[config.mk]
export PLATFORM = sky130hd
export DESIGN_NAME = led_pattern_sequencer_flat
export DESIGN_NICKNAME = d
export VERILOG_FILES = /design/src/rtl/led_seq_pkg.sv /design/src/rtl/led_seq_if.sv /design/src/rtl/led_seq_prescaler.sv /design/src/rtl/led_pattern_sequencer.sv /design/src/flat_wrapper.sv
export SDC_FILE = /design/constraint.sdc
export NUM_CORES = 1
export LEC_CHECK = 0
export CAP_MARGIN = 10
export CORE_MARGIN = 2
export CORE_UTILIZATION = 54
export DETAILED_ROUTE_END_ITERATION = 8
export PLACE_DENSITY = 0.76
export SETUP_SLACK_MARGIN = 0.15
export SLEW_MARGIN = 20
export SYNTH_ARGS = -nofsm -noshare
export SYNTH_HDL_FRONTEND = slang
export SYNTH_SLANG_ARGS = --single-unit
[constraint.sdc]
create_clock -name clk -period 2.49 [get_ports clk]
set_clock_uncertainty 0.1 [all_clocks]
set_input_delay 0.6225 -clock clk [delete_from_list [all_inputs] [get_ports clk]]
set_output_delay 0.6225 -clock clk [all_outputs]
set_load 0.1 [all_outputs]
[src/rtl/led_seq_pkg.sv]
// Shared types for the LED pattern sequencer: play modes, FSM states and
// pointer direction encoding.
package led_seq_pkg;

    typedef enum logic [1:0] {
        LOOP     = 2'b00,
        ONESHOT  = 2'b01,
        PINGPONG = 2'b10,
        HOLD     = 2'b11
    } mode_t;

    typedef enum logic {
        RUN  = 1'b0,
        DONE = 1'b1
    } state_t;

    typedef enum logic {
        DIR_UP   = 1'b0,
        DIR_DOWN = 1'b1
    } dir_t;

endpackage

[src/rtl/led_seq_if.sv]
// Host-side bus of the LED pattern sequencer: table write port, play window
// and mode controls, and the LED/status outputs.
// Optional: LED_SEQ_PWM_EN adds the 4-bit brightness control.
interface led_seq_if #(
    parameter int LEDS_NR = 8,
    parameter int AW      = 4
);
    import led_seq_pkg::*;

    logic               wr_en;
    logic [AW-1:0]      wr_addr;
    logic [LEDS_NR-1:0] wr_data;
    logic [AW-1:0]      start_addr;
    logic [AW-1:0]      end_addr;
    mode_t              mode;
    logic               pause;
    logic               restart;
`ifdef LED_SEQ_PWM_EN
    logic [3:0]         brightness;
`endif
    logic [LEDS_NR-1:0] led;
    logic               step;
    logic [AW-1:0]      pc;
    logic               done;

`ifdef LED_SEQ_PWM_EN
    modport master (
        output wr_en, wr_addr, wr_data, start_addr, end_addr, mode, pause, restart, brightness,
        input  led, step, pc, done
    );
    modport slave (
        input  wr_en, wr_addr, wr_data, start_addr, end_addr, mode, pause, restart, brightness,
        output led, step, pc, done
    );
`else
    modport master (
        output wr_en, wr_addr, wr_data, start_addr, end_addr, mode, pause, restart,
        input  led, step, pc, done
    );
    modport slave (
        input  wr_en, wr_addr, wr_data, start_addr, end_addr, mode, pause, restart,
        output led, step, pc, done
    );
`endif

endinterface

[src/rtl/led_seq_prescaler.sv]
// Step-rate prescaler: down-counter that pulses step for one cycle on expiry
// and reloads PRESC-1. Pause freezes the count; reload restarts a full period.
module led_seq_prescaler #(
    parameter int PRESC = 8
) (
    input  logic clk,
    input  logic resetn,
    input  logic pause,
    input  logic reload,
    output logic step
);
    localparam int            CW  = (PRESC > 1) ? $clog2(PRESC) : 1;
    localparam logic [CW-1:0] TOP = CW'(PRESC - 1);

    logic [CW-1:0] cnt_q, cnt_d;

    // Expiry detection and next count
    always_comb begin
        step  = (cnt_q == '0) && !pause;
        cnt_d = cnt_q;
        if (reload)
            cnt_d = TOP;
        else if (!pause)
            cnt_d = (cnt_q == '0) ? TOP : cnt_q - CW'(1);
    end

    // Count register
    always_ff @(posedge clk) begin
        if (resetn) cnt_q <= TOP;
        else        cnt_q <= cnt_d;
    end

endmodule

[src/rtl/led_pattern_sequencer.sv]
// LED pattern player: writable LUT-RAM pattern table, play-pointer FSM with
// loop/one-shot/ping-pong/hold modes, and a registered LED output stage.
// Optional: LED_SEQ_PWM_EN adds brightness gating through a free-running
// 4-bit PWM counter.
module led_pattern_sequencer
    import led_seq_pkg::*;
#(
    parameter int LEDS_NR        = 8,
    parameter int DEPTH          = 16,
    parameter int CLK_HZ         = 24_000_000,
    parameter int STEP_HZ        = 1,
    parameter int LED_ACTIVE_LOW = 1
) (
    input  logic     clk,
    input  logic     resetn,
    led_seq_if.slave bus
);
    localparam int AW    = $clog2(DEPTH);
    localparam int PRESC = CLK_HZ / STEP_HZ;
    localparam logic [LEDS_NR-1:0] LED_OFF = (LED_ACTIVE_LOW != 0) ? {LEDS_NR{1'b1}} : '0;

    logic [LEDS_NR-1:0] mem_q [DEPTH];
    logic               step;
    state_t             state_q, state_d;
    dir_t               dir_q, dir_d;
    logic [AW-1:0]      pc_q, pc_d;
    logic [LEDS_NR-1:0] led_q, led_d;
    logic [LEDS_NR-1:0] pat;
    logic               lit;
    logic               win_bad, pc_out;

    // Pattern table write port; contents survive reset
    always_ff @(posedge clk) begin
        if (bus.wr_en) mem_q[bus.wr_addr] <= bus.wr_data;
    end

    led_seq_prescaler #(.PRESC(PRESC)) u_presc (
        .clk    (clk),
        .resetn (resetn),
        .pause  (bus.pause),
        .reload (bus.restart),
        .step   (step)
    );

    assign win_bad = bus.start_addr > bus.end_addr;
    assign pc_out  = (pc_q < bus.start_addr) || (pc_q > bus.end_addr);

    // Next pointer/direction/state; restart outranks a step advance
    always_comb begin
        state_d = state_q;
        dir_d   = dir_q;
        pc_d    = pc_q;
        if (bus.restart) begin
            pc_d    = bus.start_addr;
            dir_d   = DIR_UP;
            state_d = RUN;
        end else if (step && state_q == RUN) begin
            if (win_bad || pc_out) begin
                pc_d = bus.start_addr;
            end else begin
                case (bus.mode)
                    LOOP:
                        pc_d = (pc_q == bus.end_addr) ? bus.start_addr : pc_q + AW'(1);
                    ONESHOT:
                        if (pc_q == bus.end_addr) state_d = DONE;
                        else                      pc_d    = pc_q + AW'(1);
                    PINGPONG:
                        if (dir_q == DIR_UP) begin
                            if (pc_q == bus.end_addr) begin
                                dir_d = DIR_DOWN;
                                // single-entry window: bounce in place
                                if (bus.start_addr != bus.end_addr) pc_d = pc_q - AW'(1);
                            end else begin
                                pc_d = pc_q + AW'(1);
                            end
                        end else begin
                            if (pc_q == bus.start_addr) begin
                                dir_d = DIR_UP;
                                if (bus.start_addr != bus.end_addr) pc_d = pc_q + AW'(1);
                            end else begin
                                pc_d = pc_q - AW'(1);
                            end
                        end
                    default: ;
                endcase
            end
        end
    end

    // FSM, direction and pointer registers
    always_ff @(posedge clk) begin
        if (resetn) begin
            state_q <= RUN;
            dir_q   <= DIR_UP;
            pc_q    <= bus.start_addr;
        end else begin
            state_q <= state_d;
            dir_q   <= dir_d;
            pc_q    <= pc_d;
        end
    end

`ifdef LED_SEQ_PWM_EN
    logic [3:0] pwm_cnt_q;

    // Free-running PWM phase counter
    always_ff @(posedge clk) begin
        if (resetn) pwm_cnt_q <= '0;
        else        pwm_cnt_q <= pwm_cnt_q + 4'd1;
    end

    assign lit = (bus.brightness == 4'hF) || (pwm_cnt_q < bus.brightness);
`else
    assign lit = 1'b1;
`endif

    // Gate before polarity so brightness dims lit bits in either polarity
    always_comb begin
        pat   = mem_q[pc_q] & {LEDS_NR{lit}};
        led_d = (LED_ACTIVE_LOW != 0) ? ~pat : pat;
    end

    // Registered LED drive; a write to the shown entry appears one cycle later
    always_ff @(posedge clk) begin
        if (resetn) led_q <= LED_OFF;
        else        led_q <= led_d;
    end

    assign bus.led  = led_q;
    assign bus.step = step;
    assign bus.pc   = pc_q;
    assign bus.done = (state_q == DONE);

endmodule

[src/flat_wrapper.sv]
// flat-port wrapper written by rule: the top's interface ports become plain ports
module led_pattern_sequencer_flat import led_seq_pkg::*;
#(
    parameter int LEDS_NR        = 8,
    parameter int DEPTH          = 16,
    parameter int CLK_HZ         = 24_000_000,
    parameter int STEP_HZ        = 1,
    parameter int LED_ACTIVE_LOW = 1
)
  (clk, resetn, bus_wr_en, bus_wr_addr, bus_wr_data, bus_start_addr, bus_end_addr, bus_mode, bus_pause, bus_restart, bus_led, bus_step, bus_pc, bus_done);
  led_seq_if #(.LEDS_NR(LEDS_NR), .AW(4)) bus_i ();
  input  logic clk;
  input  logic resetn;
  input wire logic [$bits(bus_i.wr_en)-1:0] bus_wr_en;
  input wire logic [$bits(bus_i.wr_addr)-1:0] bus_wr_addr;
  input wire logic [$bits(bus_i.wr_data)-1:0] bus_wr_data;
  input wire logic [$bits(bus_i.start_addr)-1:0] bus_start_addr;
  input wire logic [$bits(bus_i.end_addr)-1:0] bus_end_addr;
  input wire logic [$bits(bus_i.mode)-1:0] bus_mode;
  input wire logic [$bits(bus_i.pause)-1:0] bus_pause;
  input wire logic [$bits(bus_i.restart)-1:0] bus_restart;
  output wire logic [$bits(bus_i.led)-1:0] bus_led;
  output wire logic [$bits(bus_i.step)-1:0] bus_step;
  output wire logic [$bits(bus_i.pc)-1:0] bus_pc;
  output wire logic [$bits(bus_i.done)-1:0] bus_done;
  assign bus_i.wr_en = bus_wr_en;
  assign bus_i.wr_addr = bus_wr_addr;
  assign bus_i.wr_data = bus_wr_data;
  assign bus_i.start_addr = bus_start_addr;
  assign bus_i.end_addr = bus_end_addr;
  assign bus_i.mode = bus_mode;
  assign bus_i.pause = bus_pause;
  assign bus_i.restart = bus_restart;
  assign bus_led = bus_i.led;
  assign bus_step = bus_i.step;
  assign bus_pc = bus_i.pc;
  assign bus_done = bus_i.done;
  led_pattern_sequencer #(.LEDS_NR(LEDS_NR), .DEPTH(DEPTH), .CLK_HZ(CLK_HZ), .STEP_HZ(STEP_HZ), .LED_ACTIVE_LOW(LED_ACTIVE_LOW)) u_core (.clk(clk), .resetn(resetn), .bus(bus_i));
endmodule
# [After elaboration in Yosys (flattened, before gate mapping)]
# Memory sizes are Yosys's and may differ from the RTL's. A register that Yosys moved wholly into a read port is not among the register bits.
# Index checks and enable logic that the tools add are counted.
[classes] add_sub_neg=3 n_mul=0 div_mod_pow=0 order_cmp=3 eq_ne=8 shifts=0 n_mux=19 bitwise=3 n_reduce_logical=13
[op_table] op="two-way mux 4 bit" n=12
[op_table] op="logical NOT 25 bit" n=1
[op_table] op="two-way mux 25 bit" n=1
[op_table] op="subtractor 25 x 1 -> 25 bit, second input constant" n=1
[op_table] op="one-hot mux 4 bit (3 select lines)" n=1
[op_table] op="== test 4 bit" n=2
[op_table] op="> comparator 4 bit" n=2
[op_table] op="NOT 8 bit" n=1
[op_table] op="inequality test 7 x 5 -> 1 bit, second input constant" n=1
[op_table] op="inequality test 7 bit, second input constant" n=1
[op_table] op="nonzero test 6 bit" n=1
[op_table] op="two-way mux 1 bit" n=5
[op_table] op="inequality test 5 x 4 -> 1 bit, second input constant" n=1
[op_table] op="AND reduction 5 bit" n=1
[op_table] op="adder 4 x 1 -> 4 bit, second input constant" n=1
[op_table] op="less-than comparator 4 bit" n=1
[op_table] op="inequality test 4 bit" n=1
[op_table] op="AND reduction 4 bit" n=1
[op_table] op="subtractor 4 x 1 -> 4 bit, second input constant" n=1
[op_table] op="AND reduction 3 bit" n=1
[op_table] op="nonzero test 3 bit" n=1
[op_table] op="== test 2 x 1 -> 1 bit, second input constant" n=1
[op_table] op="== test 2 bit, second input constant" n=1
[op_table] op="logical AND 1 bit" n=2
[op_table] op="5 further kinds" n=7
[totals] ff_bits=39 latch_bits=0 ramBits=128 romBits=0 output_inout_bits=14 mem_count=1
[mem_list] memory="u_core.mem_q" words=16 width=8 read_ports=1 rd_ports_with_merged_regs=1 write_ports=1 line="led_pattern_sequencer.sv:22" text="logic [LEDS_NR-1:0] mem_q [DEPTH];"

# [Depth between registers and ports, before layout]
# Gate-level depths: netlist of the first run.
[logic_depth] depth_word=10 mapped_depth=9

# [Cells and area by module]
# From an unflattened synthesis of the first run, not the netlist that was laid out.
[unflattened] hier_cells=454 hier_area_um2=7241.9
[by_module_without_submodules] mod="led_pattern_sequencer" n_inst=1 cells_per_inst=323 area_each_um2=6082.1 seq_area_each_um2=4244.1
[by_module_without_submodules] mod="led_seq_prescaler" n_inst=1 cells_per_inst=131 area_each_um2=1159.9 seq_area_each_um2=500.5

# [Worst setup path before layout of the first run]
# No wires, ideal clock.
[synth_timing] path_type="register to register" from="register u_core.pc_q[0], in the netlist u_core.bus.pc[0]" to="register u_core.pc_q[0], in the netlist u_core.bus.pc[0], enable pin" arrival_time_ps=2557 required_time_ps=2121 setup_slack_ps=-436 path_stages_with_launch=8 n_path_buf=0 period_less_slack_ps=2926 path_cell_list="edfxtp_1 > inv_1 > ha_1 > and4_1 > o2bb2ai_1 > o21ai_0 > a211o_1 > a21o_1"
[synth_between] elab_chain_len=5
[synth_lines] element="from (decl)" line="led_pattern_sequencer.sv:26" text="logic [AW-1:0] pc_q, pc_d;"
[synth_lines] element="from (signal assigned)" line="led_pattern_sequencer.sv:95" text="pc_q <= bus.start_addr;"
[synth_lines] element="from (signal assigned)" line="led_pattern_sequencer.sv:99" text="pc_q <= pc_d;"
[synth_lines] element="less-than comparator 4 bit or > comparator 4 bit (tied branches)" line="led_pattern_sequencer.sv:46" text="assign pc_out = (pc_q < bus.start_addr) || (pc_q > bus.end_addr);"
[synth_lines] element="logical OR 1 bit" line="led_pattern_sequencer.sv:46"
[synth_lines] element="logical OR 1 bit" line="led_pattern_sequencer.sv:58" text="if (win_bad || pc_out) begin"
[synth_lines] element="inequality test 7 x 5 -> 1 bit (no source line), or another cell as far along"
[synth_lines] element="AND reduction 5 bit (no source line) *"
# Every way passes the cells marked *; elsewhere a longest branch is shown, timed or not.
# A chain may end at the register's enable or synchronous reset.

# [Final worst setup path of the first run]
[layout_timing] from="register u_core.u_presc.cnt_q[6]" to="output port bus_step"
[layout_between] elab_chain_len=2
[layout_lines] element="from (decl)" line="led_seq_prescaler.sv:15" text="logic [CW-1:0] cnt_q, cnt_d;"
[layout_lines] element="from (signal assigned)" line="led_seq_prescaler.sv:30" text="else cnt_q <= cnt_d;"
[layout_lines] element="logical NOT 25 bit" line="led_seq_prescaler.sv:19" text="step = (cnt_q == '0) && !pause;"
[layout_lines] element="logical AND 1 bit" line="led_seq_prescaler.sv:19"
[layout_lines] element="to (decl)" line="flat_wrapper.sv:23" text="output wire logic [$bits(bus_i.step)-1:0] bus_step;"
# No other way between the ends.

==> metrics.cfg, run 1 <==
[clocking]
clkSinkCount = 171
h-tree-depth = 4
clock_path_buffers = 2
cts.reportedPaths.clkPinSlew_ps = 60
cts_tree = yes
clock_tree.root_cell = sky130_fd_sc_hd__clkbuf_16
cts-buffers-inserted = 17
cts_hold_repair.buffers = 0
worst_skew_pair.late_latency_ps = 430

[floorplanning]
die_area_um2 = 14400
top_level_ports = 41
design.core.area_um2 = 13200
chipWidth_um = 120
fp-row-count = 42
initial_utilization = 0.551
floorplan.die.height_um = 120

[timing]
max_freq_mhz = 368
slew_headroom = 0.540
report.final.slew_viol_count = 0
hold_violation_total_from_the_final_report = 0
rsz0062_at_grt = true
worst_slack_ps = -228
finalCritPeriodShare = 1.09
max_slew.worst_pin.slew_ps = 689
setup_viol = 9
timing.hold.ws_ps = 421
finalWorstPathRequiredPeriod_ps = 2720

[route]
finalWirelength_mm = 16.0
vias_per_cell = 5.76
average_routed_wire_per_standard_cell_um = 20.5
iteration_0_drc_count_of_the_detailed_router = 432
drt_pre_antenna_iters = 5
drcViolationCount = 0
total_number_of_vias = 4491
drt.antenna.violating_nets = 0

[synthesis]
synth_largest_type_area_fraction = 0.546
synth_edf_count = 132
netlist-cell-type-count = 52
ys_seq_elements = 171
synthesis.area_um2 = 7260
postSynthAreaPerCell_um2 = 15.8
synthDominantAreaCellType = sky130_fd_sc_hd__edfxtp_1
synth_nets = 506
synth-main-ff-cell = sky130_fd_sc_hd__edfxtp_1
yosys_warnings = 0
netlist_top_cells_area = sky130_fd_sc_hd__edfxtp_1, sky130_fd_sc_hd__mux4_2, sky130_fd_sc_hd__dfxtp_1
netlist_instances = 460
synthArstFlopShare = 0
synth_seq_area_share = 0.653

[layout]
final-seq-area_um2 = 4750
fin_area_um2 = 9360
nFillCells = 854
fin_nets = 637
layout-drive-gt1-share = 0.379
antenna-diode-count = 0
multiInputGateArea_um2 = 2630
area_growth_pct = 28.9

[global_routing]
pin_count_of_the_biggest_net_entering_global_routing = 33
antenna_found_initial = 0
gr-usage-all-layers = 0.235
grt_first_pass_wirelength_mm = 24.9
number_of_global_route_vias_before_repair = 4783
grt_remaining_overflow = 0

[place]
detailedPlacementHpwl_mm = 10.3
placement.io_buffers = 40
placement.cell_area_um2 = 8440
detailedPlace.worstSlack_ps = -596
gp_congestion = 0.893

[worst_setup_path]
ff2ff_path_depth = 10
worst-endpoint-arrival_ps = 2000
critical_path_required_ps = 1770
setup.worst_path.end_class = output pin
cp_max_fo = 4
critPathLaunchType = flip-flop
worst-setup-path-type = flip-flop to output pin

[status]
outcome = finished with violations
failed_checks = negative setup slack

[job]
max_cap_viol_count = 0

[hold_path]
hp-class = flip-flop to flip-flop
holdPathStages = 2

[power_and_ir_drop]
static-leakage-power_nw = 3.32
total_power_per_unit_cell_area_nw_per_um2 = 727
peakVddDrop_uv = 588

==> through the flow <==
step,TNS [ps],instances,total power [W],utilization
5_1_grt,-1170,780,0.00701,0.710
3_5_place_dp,-11500,734,0.00410,0.640
2_1_floorplan,-3140,460,0.00379,-
6_report,-594,780,0.00681,0.710
3_3_place_gp,-9190,734,0.00408,0.640
4_1_cts,-384,778,0.00685,0.703
==> critical path: stages (launching register included) <==
cell,delay (ps)
sky130_fd_sc_hd__dfxtp_2,340
sky130_fd_sc_hd__or4_4,550
sky130_fd_sc_hd__nor4_4,190
sky130_fd_sc_hd__nand3_2,170
sky130_fd_sc_hd__clkinvlp_4,140
sky130_fd_sc_hd__buf_12,170
==> state kept, by name (all words and copies together) (netlist names), named ones only <==
signal / flops
u_core.u_presc.cnt_q: 25
u_core.bus.led: 8
u_core.bus.done: 1
u_core.dir_q: 1
u_core.bus.pc: 4
u_core.mem_q: 128
==> cell families after synthesis <==
kind of cell             Yosys count  synth area share
AND/OR/NAND/NOR                  132             0.104
adder cells (fa/ha/maj)           19            0.0327
buffers and inverters             31            0.0176
XOR/XNOR                          26            0.0314
flip-flops                       171             0.653
AO/OA/AOI/OAI                     40            0.0355
multiplexers                      41             0.126
==> cell usage in the layout (no fill, tap or decap), types with 5 or more instances in the layout <==
master / n
sky130_fd_sc_hd__buf_4: 89
sky130_fd_sc_hd__mux4_2: 40
sky130_fd_sc_hd__dlygate4sd2_1: 9
sky130_fd_sc_hd__clkbuf_16: 17
sky130_fd_sc_hd__nor2_1: 28
sky130_fd_sc_hd__xnor2_1: 13
sky130_fd_sc_hd__ha_4: 7
sky130_fd_sc_hd__clkdlybuf4s50_1: 17
sky130_fd_sc_hd__nor3_1: 8
sky130_fd_sc_hd__o21ai_1: 6
sky130_fd_sc_hd__dfxtp_2: 6
sky130_fd_sc_hd__nand3_1: 5
sky130_fd_sc_hd__xor2_1: 12
sky130_fd_sc_hd__or4_4: 5
sky130_fd_sc_hd__nand2_1: 30
sky130_fd_sc_hd__inv_1: 12
sky130_fd_sc_hd__buf_6: 6
sky130_fd_sc_hd__ha_1: 12
sky130_fd_sc_hd__buf_12: 5
sky130_fd_sc_hd__dfxtp_1: 33
sky130_fd_sc_hd__a211oi_1: 5
sky130_fd_sc_hd__edfxtp_1: 132
sky130_fd_sc_hd__nand2b_1: 13
==> power breakdown <==
| group | switching (W) | internal (W) | total, W | leakage, nW |
|---|---|---|---|---|
| Sequential | 0.0000544 | 0.00315 | 0.00320 | 1.52 |
| Combinational | 0.000497 | 0.000389 | 0.000886 | 1.51 |
| Clock | 0.00112 | 0.00160 | 0.00272 | 0.295 |
| Total | 0.00167 | 0.00514 | 0.00681 | 3.32 |
==> synth_stat cells (all sizes together) (3+ instances only) <==
cell type and number:
edfxtp 132, mux4 40, dfxtp 39, nand2 34, nor2 33, ha 19, inv 17, nand2b 13
xnor2 13, xor2 13, nor3 10, o21ai 10, clkbuf 8, nand3 7, nor4 7, a211oi 6
a21oi 6, buf 6, or4 6, a31oi 4, nand3b 4, nor2b 4, a21o 3, and4 3
==> worst paths after layout <==
kind / start / to / slack [ps]
setup / recovery: u_core.u_presc.cnt_q[6]$_SDFFE_PN1N_ / bus_step / -230
hold / removal: u_core.u_presc.cnt_q[24]$_SDFFE_PN1N_ / u_core.u_presc.cnt_q[24]$_SDFFE_PN1N_ / 420
setup reg to reg: u_core.u_presc.cnt_q[6]$_SDFFE_PN1N_ / u_core.dir_q$_SDFFE_PN0P_ / -190
hold reg to reg: u_core.u_presc.cnt_q[24]$_SDFFE_PN1N_ / u_core.u_presc.cnt_q[24]$_SDFFE_PN1N_ / 420
==> per-layer routing <==
layer / GRT usage / up-vias / wire length [um]
met5: 0 / - / 0
met4: 0.0912 / 0 / 416
met3: 0.0566 / 43 / 1030
met2: 0.401 / 182 / 8190
met1: 0.291 / 2227 / 6360
li1: - / 2039 / -
==> area by class of cell <==
cell class	count	share of cell area
repair buffers	126	0.116
well taps	176	0.0235
clock inverters	15	0.0199
clock buffers	17	0.0454
multi-input cells	258	0.280
inverters	17	0.00722
flip-flops and latches	171	0.508
==> what timing repair did <==
action,in CTS,in global routing
resized for setup,36,26
endpoints found under the setup margin,17,26
pin swaps,20,10
setup buffers,13,2
Note: power is estimated with default switching activity, not from simulation.
==> run 2, diff against run 1 <==
--- a/config.mk
+++ b/config.mk
@@ -5,11 +5,11 @@
 export SDC_FILE = /design/constraint.sdc
 export NUM_CORES = 1
 export LEC_CHECK = 0
+export ABC_CLOCK_PERIOD_IN_PS = 2490
 export CAP_MARGIN = 10
 export CORE_MARGIN = 2
-export CORE_UTILIZATION = 54
+export CORE_UTILIZATION = 35
 export DETAILED_ROUTE_END_ITERATION = 8
-export PLACE_DENSITY = 0.76
 export SETUP_SLACK_MARGIN = 0.15
 export SLEW_MARGIN = 20
 export SYNTH_ARGS = -nofsm -noshare
==> metrics.cfg, run 2 (synthesized netlist as in run 1, its figures left out) <==
[place]
placement.cell_area_um2 = 8490  ; +0.56%
placement.io_buffers = 40  ; unchanged
detailedPlacementHpwl_mm = 10.4  ; +1.2%
gp_congestion = 0.818  ; -8.4%

[global_routing]
pin_count_of_the_biggest_net_entering_global_routing = 33  ; unchanged
antenna_found_initial = 0  ; unchanged
gr-usage-all-layers = 0.152  ; -0.0832
grt_remaining_overflow = 0  ; unchanged
grt_first_pass_wirelength_mm = 25.2  ; +1.3%
number_of_global_route_vias_before_repair = 4581  ; -4.2%

[clocking]
clock_path_buffers = 2  ; unchanged
h-tree-depth = 4  ; unchanged
cts_hold_repair.buffers = 0  ; unchanged
clkSinkCount = 171  ; unchanged
cts.reportedPaths.clkPinSlew_ps = 70  ; about the same
cts-buffers-inserted = 17  ; unchanged
clock_tree.root_cell = sky130_fd_sc_hd__clkbuf_16
cts_tree = yes
worst_skew_pair.late_latency_ps = 440  ; about the same

[layout]
fin_nets = 633  ; -0.63%
registers.top_by_ff_count = u_core.mem_q
antenna-diode-count = 0  ; unchanged
largest_reg_flops = 128  ; unchanged
area_growth_pct = 30.9
final_core_util = 0.468  ; -0.241
layout.cells.most_common_list = sky130_fd_sc_hd__edfxtp_1, sky130_fd_sc_hd__buf_4, sky130_fd_sc_hd__mux4_2
fin_area_um2 = 9510  ; +1.6%
multiInputGateArea_um2 = 2730  ; +3.9%
nFillCells = 1784  ; +110%
layout_commonest_cell = sky130_fd_sc_hd__edfxtp_1
layout-drive-gt1-share = 0.387  ; +0.00753
final-seq-area_um2 = 4750  ; about the same

[floorplanning]
design.core.area_um2 = 20300  ; +54%
initial_utilization = 0.358  ; -0.193
fp-row-count = 52  ; +24%
chipWidth_um = 148  ; +23%
die_area_um2 = 21900  ; +52%
floorplan.die.height_um = 148  ; +23%
top_level_ports = 41  ; unchanged

[worst_setup_path]
critical_path_required_ps = 1770  ; about the same
setup.worst_path.end_class = output pin
cp_max_fo = 4  ; unchanged
crit_path_cell_trace = or4_4 -> nor4_4 -> nand3_2 -> clkinvlp_4 -> buf_12
worst-setup-path-type = flip-flop to output pin
worst-endpoint-arrival_ps = 1970  ; -30 ps
critPathLaunchType = flip-flop
slowest_delay_ps = 550  ; about the same
critical_path.slowest_cell = sky130_fd_sc_hd__or4_4

[power_and_ir_drop]
portion_of_total_power_attributed_to_combinational_logic = 0.139  ; +0.009
relative_contribution_of_sequential_cells_to_total_power = 0.478  ; +0.007
total_power_per_unit_cell_area_nw_per_um2 = 704  ; -3.2%
power.switching_fraction = 0.270  ; +0.0244
clock_power_share = 0.384  ; -0.015
static-leakage-power_nw = 3.29  ; -1.1%
peakVddDrop_uv = 465  ; -21%
intPower_w = 0.00489  ; -4.9%
power_switching_w = 0.00180  ; +8.1%

[route]
finalWirelength_mm = 15.9  ; -0.68%
drcViolationCount = 0  ; unchanged
maxUsedRoutingLayer = met4
m1WireLength_mm = 6.98  ; +9.7%
vias_per_cell = 4.94  ; -14%
average_routed_wire_per_standard_cell_um = 18.3  ; -11%
met2_wirelength_mm = 8.15  ; -0.50%
drt.antenna.violating_nets = 0  ; unchanged
drt_pre_antenna_iters = 4  ; -1
iteration_0_drc_count_of_the_detailed_router = 251  ; -42%
total_number_of_vias = 4302  ; -4.2%
routed-wl-met3_um = 640  ; -38%

[hold_path]
hp-class = flip-flop to flip-flop

[timing]
finalCritPeriodShare = 1.08  ; -0.00878
setup_viol = 1  ; -8
report.final.slew_viol_count = 0  ; unchanged
rsz0062_at_grt = true
max_freq_mhz = 371  ; +0.81%
worst_slack_ps = -206  ; +21.9 ps
max_slew.worst_pin.slew_ps = 672  ; -16.5 ps
finalWorstPathRequiredPeriod_ps = 2700  ; -21.9 ps
slew_headroom = 0.551  ; +0.0110
hold_violation_total_from_the_final_report = 0  ; unchanged

[status]
outcome = finished with violations
failed_checks = negative setup slack

[job]
max_cap_viol_count = 0  ; unchanged

## run 2: layout make-up
class                   instances  share of cell area
multi-input cells             258               0.287
clock inverters                15              0.0158
well taps                     270              0.0355
inverters                      17             0.00711
flip-flops and latches        171               0.499
repair buffers                122               0.111
clock buffers                  17              0.0447
## run 2: metal layers
metal,global-route usage,up-vias
met4,0.0376,0
met1,0.199,2171
met5,0,-
met2,0.259,91
met3,0.0340,10
li1,-,2030
## run 2: critical path, delay by kind of cell (launching register included)
family / cells / cell delay [ps]
and+or+nand+nor: 3 / 910
DFF: 1 / 340
buffers and inverters: 2 / 300
## run 2: path summary, 6_finish.rpt
kind	depth (start not counted)	to	slack [ps]	start
hold / removal	2	u_core.u_presc.cnt_q[8]$_SDFFE_PN1N_	390	u_core.u_presc.cnt_q[8]$_SDFFE_PN1N_
setup / recovery	5	bus_step	-210	u_core.u_presc.cnt_q[15]$_SDFFE_PN0N_
hold reg to reg	2	u_core.u_presc.cnt_q[8]$_SDFFE_PN1N_	390	u_core.u_presc.cnt_q[8]$_SDFFE_PN1N_
setup reg to reg	8	u_core.dir_q$_SDFFE_PN0P_	30	u_core.u_presc.cnt_q[15]$_SDFFE_PN0N_
## run 2: through the flow
stage | setup TNS [ps] | total power [W] | hold slack, ps | instances | setup slack (ps)
2_1_floorplan | -3140 | 0.00379 | 360 | 460 | -303
3_3_place_gp | -10240 | 0.00409 | 375 | 822 | -539
3_5_place_dp | -11920 | 0.00410 | 389 | 822 | -697
4_1_cts | -246 | 0.00670 | 414 | 863 | -246
5_1_grt | -329 | 0.00695 | 439 | 870 | -282
6_report | -206 | 0.00669 | 394 | 870 | -206
## run 2: power by group through the flow
| stage | registers [W] | clock network [W] | logic [W] |
|---|---|---|---|
| after global placement | 0.00326 | 0 | 0.000831 |
| after detailed placement | 0.00326 | 0 | 0.000845 |
| after floorplan | 0.00341 | 0 | 0.000378 |
| after global routing | 0.00320 | 0.00275 | 0.000991 |
| final | 0.00320 | 0.00257 | 0.000927 |
| after CTS | 0.00320 | 0.00262 | 0.000886 |
## run 2: what timing repair did
| action | in CTS | in global routing |
|---|---|---|
| endpoints found under the setup margin | 19 | 25 |
| pin swaps | 16 | 12 |
| setup buffers | 9 | 7 |
| endpoints found under the hold margin | 0 | 0 |
| gates resized for setup | 39 | 41 |
